**config.mk**
```make
export PLATFORM = sky130hd
export DESIGN_NAME = pot_scan_ctrl
export DESIGN_NICKNAME = d
export VERILOG_FILES = /design/src/rtl/pot_scan_ctrl.sv
export SDC_FILE = /design/constraint.sdc
export NUM_CORES = 1
export LEC_CHECK = 0
export CAP_MARGIN = 20
export CORE_UTILIZATION = 35
export DETAILED_ROUTE_END_ITERATION = 12
export PLACE_DENSITY = 0.64
export SLEW_MARGIN = 0
export SYNTH_ARGS = -nofsm -noshare
export SYNTH_HDL_FRONTEND = slang
export SYNTH_SLANG_ARGS = --single-unit
```
**constraint.sdc**
```tcl
create_clock -name clk -period 3.5 [get_ports clk]
set_input_delay 0.7 -clock clk [delete_from_list [all_inputs] [get_ports clk]]
set_output_delay 0.7 -clock clk [all_outputs]
set_load 0.02 [all_outputs]
```
**src/rtl/pot_scan_ctrl.sv**
```systemverilog
`default_nettype none
//============================================================================
//  Module      : pot_scan_ctrl
//  Description : Round-robin scan controller that shares one A2D conversion
//                engine among the six equalizer slide-pot registers. It issues
//                one conversion at a time, waits for completion or a timeout,
//                stores the raw 12-bit result and paces requests with a
//                programmable idle gap.
//  Revision    : 1.0 - initial release
//----------------------------------------------------------------------------
//  Ports
//    clk        in   system clock
//    rst_n      in   asynchronous active-low reset
//    en         in   scan enable
//    clr_err    in   clears the sticky timeout flag
//    strt_cnv   out  one-cycle conversion request to the A2D interface
//    chnnl      out  A2D channel of the current request (registered)
//    cnv_cmplt  in   A2D conversion done, one-cycle pulse
//    res        in   A2D result, valid with cnv_cmplt
//    pot_lp     out  low-pass gain   (channel 1)
//    pot_b1     out  band1 gain      (channel 0)
//    pot_b2     out  band2 gain      (channel 4)
//    pot_b3     out  band3 gain      (channel 2)
//    pot_hp     out  high-pass gain  (channel 3)
//    volume     out  volume          (channel 7)
//    scan_done  out  one-cycle pulse after slot 5 completes or times out
//    pots_vld   out  set after the first scan finished without timeouts
//    err        out  sticky conversion timeout flag
//============================================================================
module pot_scan_ctrl #(
    parameter int GAP_CYCLES     = 1024,
    parameter int TIMEOUT_CYCLES = 4096
) (
    input  logic        clk,
    input  logic        rst_n,
    input  logic        en,
    input  logic        clr_err,
    output logic        strt_cnv,
    output logic [2:0]  chnnl,
    input  logic        cnv_cmplt,
    input  logic [11:0] res,
    output logic [11:0] pot_lp,
    output logic [11:0] pot_b1,
    output logic [11:0] pot_b2,
    output logic [11:0] pot_b3,
    output logic [11:0] pot_hp,
    output logic [11:0] volume,
    output logic        scan_done,
    output logic        pots_vld,
    output logic        err
);

    // One shared timer measures both the WAIT timeout and the GAP length,
    // so it is sized for the larger of the two.
    localparam int c_MAX_CYCLES = (GAP_CYCLES > TIMEOUT_CYCLES) ? GAP_CYCLES : TIMEOUT_CYCLES;
    localparam int c_TMR_W      = $clog2(c_MAX_CYCLES) + 1;

    localparam logic [c_TMR_W-1:0] c_TMO_LAST = c_TMR_W'(TIMEOUT_CYCLES - 1);
    localparam logic [c_TMR_W-1:0] c_GAP_LAST = c_TMR_W'(GAP_CYCLES - 1);
    localparam logic [c_TMR_W-1:0] c_TMR_ONE  = c_TMR_W'(1);

    localparam logic [2:0] c_LAST_SLOT = 3'd5;

    localparam logic [1:0] c_ST_IDLE  = 2'd0;
    localparam logic [1:0] c_ST_START = 2'd1;
    localparam logic [1:0] c_ST_WAIT  = 2'd2;
    localparam logic [1:0] c_ST_GAP   = 2'd3;

    logic [1:0]         r_state;
    logic [c_TMR_W-1:0] r_timer;
    logic [2:0]         r_slot;
    logic [2:0]         r_chnnl;
    logic [11:0]        r_pot [0:5];
    logic               r_scan_done;
    logic               r_pots_vld;
    logic               r_scan_tmo;
    logic               r_err;

    logic               w_wait_cmplt;
    logic               w_wait_tmo;
    logic               w_slot_end;
    logic               w_gap_last;
    logic [2:0]         w_slot_nxt;

    // Slot -> A2D channel mapping (slot order lp, b1, b2, b3, hp, volume).
    function automatic logic [2:0] f_slot2ch(input logic [2:0] slot);
        logic [2:0] ch;
        case (slot)
            3'd0:    ch = 3'd1;
            3'd1:    ch = 3'd0;
            3'd2:    ch = 3'd4;
            3'd3:    ch = 3'd2;
            3'd4:    ch = 3'd3;
            3'd5:    ch = 3'd7;
            default: ch = 3'd1;
        endcase
        return ch;
    endfunction

    // Completion beats timeout when both land on the same cycle.
    assign w_wait_cmplt = (r_state == c_ST_WAIT) && cnv_cmplt;
    assign w_wait_tmo   = (r_state == c_ST_WAIT) && !cnv_cmplt && (r_timer == c_TMO_LAST);
    assign w_slot_end   = w_wait_cmplt || w_wait_tmo;
    assign w_gap_last   = (r_state == c_ST_GAP) && (r_timer == c_GAP_LAST);
    assign w_slot_nxt   = (r_slot == c_LAST_SLOT) ? 3'd0 : (r_slot + 3'd1);

    //------------------------------------------------------------------------
    // Sequencer: state, timer, slot pointer, channel and scan status
    //------------------------------------------------------------------------
    always_ff @(posedge clk or negedge rst_n) begin
        if (!rst_n) begin
            r_state     <= c_ST_IDLE;
            r_timer     <= '0;
            r_slot      <= 3'd0;
            r_chnnl     <= 3'd1;
            r_scan_done <= 1'b0;
            r_pots_vld  <= 1'b0;
            r_scan_tmo  <= 1'b0;
        end else begin
            r_scan_done <= 1'b0;
            case (r_state)
                c_ST_IDLE: begin
                    if (en) begin
                        r_state <= c_ST_START;
                    end
                end
                c_ST_START: begin
                    r_timer <= '0;
                    r_state <= c_ST_WAIT;
                end
                c_ST_WAIT: begin
                    r_timer <= r_timer + c_TMR_ONE;
                    if (w_slot_end) begin
                        r_timer <= '0;
                        r_slot  <= w_slot_nxt;
                        r_chnnl <= f_slot2ch(w_slot_nxt);
                        r_state <= c_ST_GAP;
                        if (r_slot == c_LAST_SLOT) begin
                            // End of a scan: report it and qualify pots_vld on
                            // a scan that saw no timeouts, including this slot.
                            r_scan_done <= 1'b1;
                            r_scan_tmo  <= 1'b0;
                            if (!r_scan_tmo && !w_wait_tmo) begin
                                r_pots_vld <= 1'b1;
                            end
                        end else if (w_wait_tmo) begin
                            r_scan_tmo <= 1'b1;
                        end
                    end
                end
                c_ST_GAP: begin
                    r_timer <= r_timer + c_TMR_ONE;
                    if (w_gap_last) begin
                        r_timer <= '0;
                        r_state <= en ? c_ST_START : c_ST_IDLE;
                    end
                end
                default: begin
                    r_state <= c_ST_IDLE;
                end
            endcase
        end
    end

    //------------------------------------------------------------------------
    // Pot registers: raw result captured only on a completion inside WAIT
    //------------------------------------------------------------------------
    always_ff @(posedge clk or negedge rst_n) begin
        if (!rst_n) begin
            for (int i = 0; i < 6; i++) begin
                r_pot[i] <= 12'h000;
            end
        end else begin
            for (int i = 0; i < 6; i++) begin
                if (w_wait_cmplt && (r_slot == 3'(i))) begin
                    r_pot[i] <= res;
                end
            end
        end
    end

    //------------------------------------------------------------------------
    // Sticky timeout flag: a new timeout overrides a same-cycle clear
    //------------------------------------------------------------------------
    always_ff @(posedge clk or negedge rst_n) begin
        if (!rst_n) begin
            r_err <= 1'b0;
        end else if (w_wait_tmo) begin
            r_err <= 1'b1;
        end else if (clr_err) begin
            r_err <= 1'b0;
        end
    end

    assign strt_cnv  = (r_state == c_ST_START);
    assign chnnl     = r_chnnl;
    assign pot_lp    = r_pot[0];
    assign pot_b1    = r_pot[1];
    assign pot_b2    = r_pot[2];
    assign pot_b3    = r_pot[3];
    assign pot_hp    = r_pot[4];
    assign volume    = r_pot[5];
    assign scan_done = r_scan_done;
    assign pots_vld  = r_pots_vld;
    assign err       = r_err;

endmodule
`default_nettype wire

```
Yosys cells after proc, flatten, opt, wreduce, memory -nomap -nowiden
Cells that the tools add are included.
{"block": "classes", "shifts": 0, "bitwise": 0, "mul": 0, "n_mux": 17, "n_lt_le_gt_ge": 0, "n_div": 0, "n_reduce_logical": 24, "n_addsub": 2, "n_eq_ne": 18}
{"cell": "$pmux 13 s3", "n": 1}
{"cell": "$mux 13", "n": 2}
{"cell": "$pmux 3 s5", "n": 1}
{"cell": "$add 13x1->13 const B", "n": 1}
{"cell": "$eq 13x10->1 const B", "n": 1}
{"cell": "$eq 13x12->1 const B", "n": 1}
{"cell": "$eq 3x2->1 const B", "n": 4}
{"cell": "$eq 3x3->1 const B", "n": 4}
{"cell": "$logic_and 1x1->1", "n": 11}
{"cell": "$mux 1", "n": 8}
{"cell": "$pmux 2 s4", "n": 1}
{"cell": "$eq 3x1->1 const B", "n": 2}
{"cell": "$mux 2", "n": 3}
{"cell": "$ne 2x2->1 const B", "n": 3}
{"cell": "$reduce_and 3->1", "n": 2}
{"cell": "$eq 2x2->1 const B", "n": 2}
{"cell": "$reduce_and 4->1", "n": 1}
{"cell": "$reduce_bool 2->1", "n": 2}
{"cell": "$add 3x1->3 const B", "n": 1}
{"cell": "$logic_not 1->1", "n": 3}
{"cell": "$logic_not 3->1", "n": 1}
{"cell": "$mux 3", "n": 1}
{"cell": "$reduce_bool 3->1", "n": 1}
{"cell": "$eq 2x1->1 const B", "n": 1}
{"cell": "other kinds (3)", "n": 3}
{"block": "word_totals", "mem_count": 0, "regBits": 97, "input_bits": 17, "latch_bits": 0, "romBits": 0, "mem_bits_rw": 0, "wordCells": 75, "out_inout_bits": 79}

Depth between registers and ports, before layout
{"block": "depth", "word_depth": 6, "mapped_depth": 10, "ltp_nobuf": 9}

Least setup slack after synthesis
No wires, ideal clock.
{"block": "synth_timing", "path_type": "reg2reg", "start": "reg r_timer[0]", "end": "reg r_state[1]", "path_buffers": 0, "synth_period_minus_slack_ps": 2019, "arrival_time_ps": 1892, "slack_ps": 1481, "stages_incl_launch_ff": 7, "path_cell_list": "dfrtp_1 ha_1 nand3_1 nor4_4 o21ai_1 a21oi_1 mux2_1"}
{"block": "synth_between", "elab_chain_cells": 5, "word_cells_on_any_way": 8, "classes_between": "4 x eq/ne; 4 x reduce/logical"}
{"item": "start: declaration", "line_no": "70", "text": "logic [c_TMR_W-1:0] r_timer;"}
{"item": "start signal: assignment", "line_no": "132", "text": "r_timer <= r_timer + c_TMR_ONE;"}
{"item": "start signal: assignment", "line_no": "152", "text": "r_timer <= r_timer + c_TMR_ONE;"}
{"item": "$eq 13x12->1", "line_no": "102", "text": "assign w_wait_tmo = (r_state == c_ST_WAIT) && !cnv_cmplt && (r_timer == c_TMO_LAST);"}
{"item": "$logic_and 1x1->1", "line_no": "102"}
{"item": "$logic_or 1x1->1", "line_no": "103", "text": "assign w_slot_end = w_wait_cmplt || w_wait_tmo;"}
{"item": "$ne 2x2->1 (no line)"}
{"item": "$reduce_and 3->1 (no line) (*)"}
{"item": "end signal: assignment", "line_no": "112", "text": "r_state <= c_ST_IDLE;"}
{"item": "end signal: assignment", "line_no": "124", "text": "r_state <= c_ST_START;"}
{"item": "end signal: assignment", "line_no": "129", "text": "r_state <= c_ST_WAIT;"}
{"item": "end: declaration", "line_no": "69", "text": "logic [1:0] r_state;"}
Every way passes the cells marked *; elsewhere a longest branch is shown, timed or not.
A chain may end at the register's enable or synchronous reset.

Worst setup path in the final report
{"block": "layout_timing", "start": "in cnv_cmplt", "end": "reg r_timer[7]"}
{"block": "layout_between", "elab_chain_cells": 6, "word_cells_on_any_way": 7, "classes_between": "2 x mux; 5 x reduce/logical"}
{"item": "start: declaration", "line_no": "40", "text": "input logic cnv_cmplt,"}
{"item": "$logic_not 1->1", "line_no": "102"}
{"item": "$logic_and 1x1->1 (2 in a row)", "line_no": "102"}
{"item": "$logic_or 1x1->1 (*)", "line_no": "103"}
{"item": "$mux 13 (*)", "line_no": "133", "text": "if (w_slot_end) begin"}
{"item": "$pmux 13 s3 (*)", "line_no": "121", "text": "case (r_state)"}
Marked as above.

==> impl_metrics.tcl <==
set metrics [dict create \
    run_status "complete, but fails checks" \
    failing_checks "design-rule violations" \
    insertion_delay_ns 0.34 \
    first_global_vias 2953 \
    cp_data_arrival_time_ns 2.61 \
    netlist_instances 310 \
    cts_tree "yes" \
    worst-endpoint-required_ns 3.71 \
    finalSetupViolations 0 \
    antenna_found_initial 0 \
    final_period_minus_worst_setup_slack_ns 2.405 \
    final_cell_mix "sky130_fd_sc_hd__dfrtp_1, sky130_fd_sc_hd__clkdlybuf4s50_1, sky130_fd_sc_hd__mux2_2" \
    initialDrtViolationCount 117 \
    r2r_cells 5 \
    core_region_area_um2 11520 \
    worst_vdd_drop_uv 472.7 \
    leakagePower_nw 2.472 \
    first_pass_grt_wire_length_um 15740 \
    detail-route-antenna-nets 0 \
    layout-area-overhead-vs-synth_pct 34.23 \
    fin_crit_sh_pct 68.72 \
    synth.yosys.seq_area_share_pct 58.43 \
    floorplan.rows 39 \
    holdWs_ns 0.3308 \
    drc_errors 8 \
    max_slew.worst_pin.slew_ns 0.7731 \
    yosys_most_used_dff "sky130_fd_sc_hd__dfrtp_1" \
    ys.warnings.count 0 \
    synth_largest_area_cell "sky130_fd_sc_hd__dfrtp_1" \
    filler_cell_count 1012 \
    clock_tree_skew_after_final_layout_ns 0.005958 \
    most_common_library_cell_in_the_layout_ignoring_fill_and_taps "sky130_fd_sc_hd__dfrtp_1" \
    grt_max_degree 42 \
    number_of_top_level_design_ports 96 \
    ff2ff_setup_slack_ns 1.13 \
    total_track_usage_pct 16.54 \
    routability_congestion_estimate 0.7935 \
    synth.cell_area_um2 4156 \
    final.setup.tns_ns 0 \
    synthTopCellsByArea "sky130_fd_sc_hd__dfrtp_1, sky130_fd_sc_hd__mux2_2, sky130_fd_sc_hd__ha_1" \
    postSynth.asyncResetShare_pct 100.0 \
    finalPower_mw 5.091 \
    cap_viol_max_count 0 \
    finalWirelength_um 9414 \
    grt_overflow_total 0 \
    max_clock_freq_mhz 415.7 \
    hold_viol 0 \
    finish.net_count 436 \
    worst_r2r_startpoint "r_state[0]" \
    endpoint_kind "flip-flop" \
    power_density_nw_per_um2 912.6 \
    crit_slowest_cell "sky130_fd_sc_hd__clkdlybuf4s50_1" \
    die_area_um2 12320 \
    die_height_um 111.0 \
    routedWlPerCell_um 16.84 \
    dp.final_hpwl_um 6704 \
    io_buffer_count 95 \
    hold_path.class "primary input to asynchronous set/reset pin" \
    crit_chain "clkdlybuf4s50_1, nand2b_1, o31ai_4, nand2b_1, o311ai_0" \
    start_util_pct 36.09 \
    drive_above_1_share_pct 25.48 \
    clock_tree.buffer_depth 2 \
    critPathLaunchType "primary input" \
    diodes 0 \
    cts.reportedPaths.clkPinSlew_ns 0.06 \
    crit-reg2reg-capture "r_timer[7]" \
    ys_ff_latch 97 \
    synth-edff-count 0 \
    timing.critical_path.slowest_cell_delay_ns 0.53 \
    worst-path-max-fanout 10 \
    via_count 2825 \
    postCtsResizedCells 0 \
    dieWidth_um 111.0 \
    post_drt_via_cell_ratio 5.054 \
    cts_hold_buf 0 \
    mappedNetlistNets 335 \
    worst_path_most_repeated_cell "sky130_fd_sc_hd__nand2b_1" \
    rsz0062_at_grt "false" \
    clockRootBuffer "sky130_fd_sc_hd__clkbuf_16" \
    num_cts_buffers 9 \
    maxSlewViolCount 0 \
    relSlewSlack_pct 48.32 \
    ys_types 48 \
    cts.sinks 97 \
    firstDrtPassIters 8 \
    cts-htree-levels 3 \
    postCtsSetupBuffers 0 \
    syn_avg_cell_area_um2 13.41 \
    synth_top_area_share_pct 57.80 \
    critPathKind "primary input to flip-flop" \
]
synthesized netlist by cell type (2+ instances only):
| cell type | number |
|---|---|
| sky130_fd_sc_hd__and2_1 | 2 |
| sky130_fd_sc_hd__a21oi_1 | 6 |
| sky130_fd_sc_hd__ha_1 | 8 |
| sky130_fd_sc_hd__o311ai_0 | 3 |
| sky130_fd_sc_hd__inv_1 | 10 |
| sky130_fd_sc_hd__and3_1 | 2 |
| sky130_fd_sc_hd__buf_2 | 3 |
| sky130_fd_sc_hd__nand3_1 | 9 |
| sky130_fd_sc_hd__dfrtp_1 | 96 |
| sky130_fd_sc_hd__mux2_2 | 73 |
| sky130_fd_sc_hd__clkbuf_1 | 3 |
| sky130_fd_sc_hd__nand2b_1 | 5 |
| sky130_fd_sc_hd__nor2_1 | 16 |
| sky130_fd_sc_hd__a21o_1 | 4 |
| sky130_fd_sc_hd__o21ai_0 | 8 |
| sky130_fd_sc_hd__nand4_1 | 3 |
| sky130_fd_sc_hd__nor3_1 | 3 |
| sky130_fd_sc_hd__nand2_1 | 18 |
| sky130_fd_sc_hd__a22o_1 | 5 |
| sky130_fd_sc_hd__o22ai_1 | 2 |
| sky130_fd_sc_hd__buf_1 | 3 |
| sky130_fd_sc_hd__o21bai_1 | 2 |
per-stage QoR:
| step | area, µm² | setup slack [ns] | util [%] | instances |
|---|---|---|---|---|
| after floorplan | 4156 | 1.481 | - | 310 |
| after global placement | 5286 | 0.9513 | 45.90 | 543 |
| after detailed placement | 5286 | 0.7085 | 45.90 | 543 |
| after CTS | 5579 | 1.102 | 48.45 | 559 |
| after global routing | 5579 | 0.8644 | 48.45 | 559 |
| final | 5579 | 1.095 | 48.45 | 559 |
layer usage:
layer,track usage [%],up-vias,wire length (µm)
li1,-,1310,-
met1,20.49,1439,4079
met2,28.13,65,4806
met3,3.445,11,363
met4,6.667,0,164
met5,0,-,0
power breakdown:
group	switching [mW]	leakage [nW]	internal, mW	total, mW
Combinational	1.16	1.08	1.18	2.34
Clock	0.413	0.145	0.539	0.952
Sequential	0.257	1.25	1.55	1.80
how the worst max path moves through the flow:
| stage | from | end | slack, ns | depth (start not counted) |
|---|---|---|---|---|
| 2_1_floorplan | r_timer[0] | r_state[1] | 1.48 | 6 |
| 3_3_place_gp | cnv_cmplt | r_timer[11] | 0.95 | 5 |
| 3_5_place_dp | cnv_cmplt | r_timer[7] | 0.71 | 5 |
| 4_1_cts | cnv_cmplt | r_timer[7] | 1.10 | 5 |
| 5_1_grt | r_state[0] | r_timer[7] | 0.86 | 5 |
| 6_report | cnv_cmplt | r_timer[7] | 1.09 | 5 |
cell type report:
class | count | area, µm² | share of cell area (%)
repair buffers | 100 | 985.9 | 17.67
multi-input cells | 193 | 1655 | 29.67
well taps | 143 | 178.9 | 3.207
clock buffers | 12 | 266.5 | 4.777
flip-flops and latches | 97 | 2429 | 43.53
clock inverters | 4 | 26.28 | 0.4710
inverters | 10 | 37.54 | 0.6728
sequential cells by signal (all words and copies together), names as in the netlist:
| register | cells |
|---|---|
| pots_vld | 1 |
| pot_hp | 12 |
| scan_done | 1 |
| r_slot | 3 |
| chnnl | 3 |
| pot_b3 | 12 |
| r_state | 2 |
| volume | 12 |
| pot_lp | 12 |
| r_scan_tmo | 1 |
| pot_b1 | 12 |
| pot_b2 | 12 |
| err | 1 |
| r_timer | 13 |
critical path, delay by kind of cell:
kind / cells / cell delay (ns)
and+or+nand+nor: 2 / 0.50
AOI/OAI and AO/OA: 2 / 0.88
buffers and inverters: 1 / 0.53
cells by family (layout without fill, tap and decap cells):
family	Yosys count	after routing	synth area share [%]
XOR/XNOR	1	1	0.2108
flip-flops	97	97	58.43
AND/OR/NAND/NOR	67	67	8.640
multiplexers	75	75	20.29
buffers and inverters	20	126	1.987
adder cells (fa/ha/maj)	8	8	2.408
AO/OA/AOI/OAI	42	42	8.038
Power figures use the tool's default switching activity.
